[src/rtl/mult_div_unit.sv]
// Iterative signed multiply/divide unit producing HI/LO for MULT/DIV.
// Works on operand magnitudes for WIDTH cycles, then applies signs in FIX.
module mult_div_unit #(
    parameter int WIDTH = 32
) (
    input  logic                    clock,
    input  logic                    reset,
    input  logic                    start,
    input  logic                    op,
    input  logic signed [WIDTH-1:0] a,
    input  logic signed [WIDTH-1:0] b,
    output logic                    busy,
    output logic                    done,
    output logic                    div_zero,
    output logic        [WIDTH-1:0] hi,
    output logic        [WIDTH-1:0] lo
);

    localparam int CNT_W = $clog2(WIDTH);
    localparam logic [CNT_W-1:0] LAST = CNT_W'(WIDTH - 1);

    typedef enum logic [1:0] {IDLE, MULT, DIV, FIX} state_t;

    state_t               state;
    logic [CNT_W-1:0]     cnt;
    logic [2*WIDTH-1:0]   acc;
    logic [WIDTH-1:0]     opnd;
    logic                 sign_a;
    logic                 sign_b;
    logic                 is_div;

    logic [WIDTH:0]       mul_sum;
    logic [WIDTH:0]       div_tmp;
    logic [WIDTH:0]       div_diff;
    logic [2*WIDTH-1:0]   div_next;

    // The most negative value keeps its bit pattern and is read as unsigned.
    function automatic logic [WIDTH-1:0] mag(input logic signed [WIDTH-1:0] x);
        return x[WIDTH-1] ? $unsigned(-x) : $unsigned(x);
    endfunction

    function automatic logic [WIDTH-1:0] sign_w(input logic [WIDTH-1:0] x, input logic neg);
        return neg ? -x : x;
    endfunction

    function automatic logic [2*WIDTH-1:0] sign_2w(input logic [2*WIDTH-1:0] x, input logic neg);
        return neg ? -x : x;
    endfunction

    // acc holds {partial product, multiplier} for MULT and {remainder, dividend/quotient} for DIV.
    always_comb begin
        mul_sum  = {1'b0, acc[2*WIDTH-1:WIDTH]} + (acc[0] ? {1'b0, opnd} : '0);
        div_tmp  = {acc[2*WIDTH-1:WIDTH], acc[WIDTH-1]};
        div_diff = div_tmp - {1'b0, opnd};
        div_next = div_diff[WIDTH] ? {div_tmp[WIDTH-1:0], acc[WIDTH-2:0], 1'b0}
                                   : {div_diff[WIDTH-1:0], acc[WIDTH-2:0], 1'b1};
    end

    always_ff @(posedge clock) begin
        if (reset) begin
            state    <= IDLE;
            cnt      <= '0;
            acc      <= '0;
            opnd     <= '0;
            sign_a   <= 1'b0;
            sign_b   <= 1'b0;
            is_div   <= 1'b0;
            busy     <= 1'b0;
            done     <= 1'b0;
            div_zero <= 1'b0;
            hi       <= '0;
            lo       <= '0;
        end else begin
            done     <= 1'b0;
            div_zero <= 1'b0;
            case (state)
                IDLE: begin
                    if (start) begin
                        sign_a <= a[WIDTH-1];
                        sign_b <= b[WIDTH-1];
                        is_div <= op;
                        cnt    <= '0;
                        busy   <= 1'b1;
                        opnd   <= op ? mag(b) : mag(a);
                        acc    <= {{WIDTH{1'b0}}, (op ? mag(a) : mag(b))};
                        state  <= op ? DIV : MULT;
                    end
                end
                MULT: begin
                    acc <= {mul_sum, acc[WIDTH-1:1]};
                    cnt <= cnt + CNT_W'(1);
                    if (cnt == LAST)
                        state <= FIX;
                end
                DIV: begin
                    if (opnd == '0) begin
                        state    <= IDLE;
                        busy     <= 1'b0;
                        done     <= 1'b1;
                        div_zero <= 1'b1;
                    end else begin
                        acc <= div_next;
                        cnt <= cnt + CNT_W'(1);
                        if (cnt == LAST)
                            state <= FIX;
                    end
                end
                FIX: begin
                    if (is_div) begin
                        lo <= sign_w(acc[WIDTH-1:0], sign_a ^ sign_b);
                        hi <= sign_w(acc[2*WIDTH-1:WIDTH], sign_a);
                    end else begin
                        {hi, lo} <= sign_2w(acc, sign_a ^ sign_b);
                    end
                    done  <= 1'b1;
                    busy  <= 1'b0;
                    state <= IDLE;
                end
                default: begin
                    state <= IDLE;
                    busy  <= 1'b0;
                end
            endcase
        end
    end

endmodule

[config.mk]
export PLATFORM = sky130hd
export DESIGN_NAME = mult_div_unit
export DESIGN_NICKNAME = d
export VERILOG_FILES = /design/src/rtl/mult_div_unit.sv
export SDC_FILE = /design/constraint.sdc
export NUM_CORES = 1
export LEC_CHECK = 0
export BUFFER_PORTS_ARGS = -buffer_cell sky130_fd_sc_hd__buf_2
export CAP_MARGIN = 10
export CORE_ASPECT_RATIO = 1.75
export CORE_MARGIN = 8
export CORE_UTILIZATION = 40
export DETAILED_ROUTE_END_ITERATION = 12
export PLACE_DENSITY = 0.58
export SYNTH_ARGS = -nofsm -noshare
export SYNTH_HDL_FRONTEND = slang
export SYNTH_SLANG_ARGS = --single-unit
[constraint.sdc]
create_clock -name clock -period 6 [get_ports clock]
set_input_delay 0 -clock clock [delete_from_list [all_inputs] [get_ports clock]]
set_output_delay 0 -clock clock [all_outputs]
set_load 0.01 [all_outputs]
==> metrics.txt <==
commonest non-fill, non-tap cell in the layout nor2_1; Pre-Repair DR Iteration Count 7; CTS Hold Bufs 6; GR Util All Layers 25.3%; Post-CTS Setup Inserts 0; Yosys top cell by area dfxtp_1; setup TNS 0 ns; clk_lat worst skew around 0.46 ns; Antenna diodes 0; syn nets 2059; GR peak layer met2; Hold Vio Cnt, Final 0; R2R Path Start acc[0]; met2 global-route usage approximately half; Yosys reg bits 173; global-route wire length before repair approximately 84 mm; max-cap viol count 0; crit end category register; Total Routed Length 55.1 mm; most frequent cells in the layout nor2_1 (221), dfxtp_1 (173), a21oi_1 (164); clk slew on worst S/H paths 0.07 ns; DR iter-0 viols ~900; post-cts sizing count 0; Worst-Margin Slew between 1 and 1.5 ns; antenna viol nets, final 0; CTS tree yes; max-slew violations 0; # rows 92; sequential-to-total area share from yosys stat 24.0%; Clock Skew 0.0154 ns; synth unique cells slightly below 90; Largest stage delay, worst path between 0.8 and 0.9 ns; gr ovfl total 0; CP Launch Point acc[0]; initial antenna violation count 0; fmax about 0.23 GHz; CP cell instances inv_1 > nor2_1 > ha_1 > a211o_1 > a221o_1 > a21oi_1 > nor2_1 > a21o_1 > o21ai_0 > o221ai_1 > xnor2_1 > o221ai_1; layout cell share with drive strength beyond 1 11.1%; R2R setup slack between 1.5 and 2 ns; Synth Instances approximately 1900; pin count of the biggest net entering global routing 97; Post-Syn Area roughly 14000 um^2; crit path max fanout 31; DRC viols 0; CP Launch Type register; CTS H-Tree Depth 4; Avg WL per Cell 22.6 um; port bufs approximately 130; synthesis warning total 0; status complete, no violations; DP Wirelength 43.3 mm; met1 usage 23.2%; hold_sp a[22]; vias in the first global route roughly 15000; Sink Count about 170; most frequently used flop master after synthesis dfxtp_1; fillcell total 3657; total CTS buffers 17; syn_area_per_cell 7.53 um^2; Hold Path Class input pin to register; Slew headroom 24.1%; Peak VDD IR 0.000258 V; largest cells by area after synthesis dfxtp_1 (24%), ha_1 (6.5%), xnor2_1 (6.3%); core area 35800 um^2; share of the synthesized area in the top cell type 24.0%; Root Buffer clkbuf_16; PD cells 376 nW/um^2; period utilisation layout 72.2%; Die Span Y about 270 um; arrival time worst endpoint 4.62 ns; Via density 5.99; asr flop ratio synth 0%; Max Root-Sink Buffers 2; Pleak ~6.4 nW; critical path type register to register; met3 Track Usage GR ~3.2%; minimum clock period 4.33 ns; GPL Wtd Cong 0.986; Die Wd about 160 um; critical path required time 6.29 ns; EDFF count, synth 0; area delta synth->final 10.9%; Die Footprint 42600 um^2; Top-Level Pins roughly 140; layout net count around 2100; Initial Utilization 40.2%; Setup-failing EPs final 0; critical-path cell with the highest stage delay inv_1; Overall Power 0.00600 W; unrepaired setup endpoints after global routing no; vias 14615
## final timing paths
| check | to | cells after the start |
|---|---|---|
| worst max register to register | acc[56] | 12 |
| worst min-delay path | opnd[22] | 4 |
| worst max-delay path | acc[56] | 12 |
| worst min register to register | cnt[4] | 2 |
## logic make-up (layout without fill, tap and decap cells)
kind of cell | Yosys count | count (layout) | share of synthesized area [%]
compound gates | 612 | 612 | 28.4
xor+xnor | 168 | 168 | 10.2
fa+ha+maj | 77 | 77 | 6.79
buf+inv | 202 | 259 | 5.41
flops | 173 | 173 | 24.0
mux | 58 | 58 | 4.05
simple gates | 624 | 624 | 21.1
## synthesized netlist by cell type (20+ instances only)
cell type / number
a211oi_1: 75
nand3_1: 37
or3_1: 24
clkbuf_1: 113
nor2_1: 222
xor2_1: 65
inv_1: 69
nand2b_1: 25
ha_1: 75
mux2i_1: 56
nand2_1: 152
nor4_1: 25
a21o_1: 39
dfxtp_1: 173
o21ai_0: 99
xnor2_1: 103
o211ai_1: 33
a22oi_1: 24
nor3_1: 38
a21oi_1: 164
a31oi_1: 20
## critical path: cells and delay by family (launching register included)
family / cells / cell delay, ns
fa+ha+maj: 1 / 0.41
compound gates: 7 / 2.05
flops: 1 / 0.42
xor+xnor: 1 / 0.19
simple gates: 2 / 0.21
buf+inv: 1 / 0.87
## flip-flops by register name, summed over array words and instances (netlist names)
name / flops
is_div: 1
div_zero: 1
sign_a: 1
opnd: 32
hi: 32
state: 2
busy: 1
lo: 32
sign_b: 1
done: 1
cnt: 5
acc: 64
## power breakdown
group	switching, W	leakage, nW	internal [W]
logic	0.00195	4.71	0.00111
registers	0.000368	1.41	0.00138
clock network	0.000530	0.292	0.000665
## through the flow
step	util, %	hold WS [ns]	area (um^2)	setup slack [ns]	std cells
global route	44.6	0.0595	16000	1.42	2441
finish	44.6	0.0223	16000	1.67	2441
detailed placement	42.8	0.410	15300	1.72	2403
CTS	44.6	0.00294	16000	1.71	2441
global placement	42.8	0.408	15300	1.76	2403
floorplan	-	0.234	14400	2.73	1914
## area by class of cell
cell class / count / area, um^2 / area share [%]
clock buffer: 19 / 433 / 2.71
clock inverter: 13 / 174 / 1.09
inverter: 71 / 267 / 1.67
multi-input combinational: 1539 / 10200 / 63.8
sequential: 173 / 3460 / 21.7
tap: 470 / 588 / 3.68
timing repair buffer: 156 / 853 / 5.34
## routing by layer
layer	vias up	routed length, um
met2	439	29700
met5	-	0
met3	176	1850
li1	7108	-
met1	6892	18900
met4	0	4630
Power figures use the tool's default switching activity.
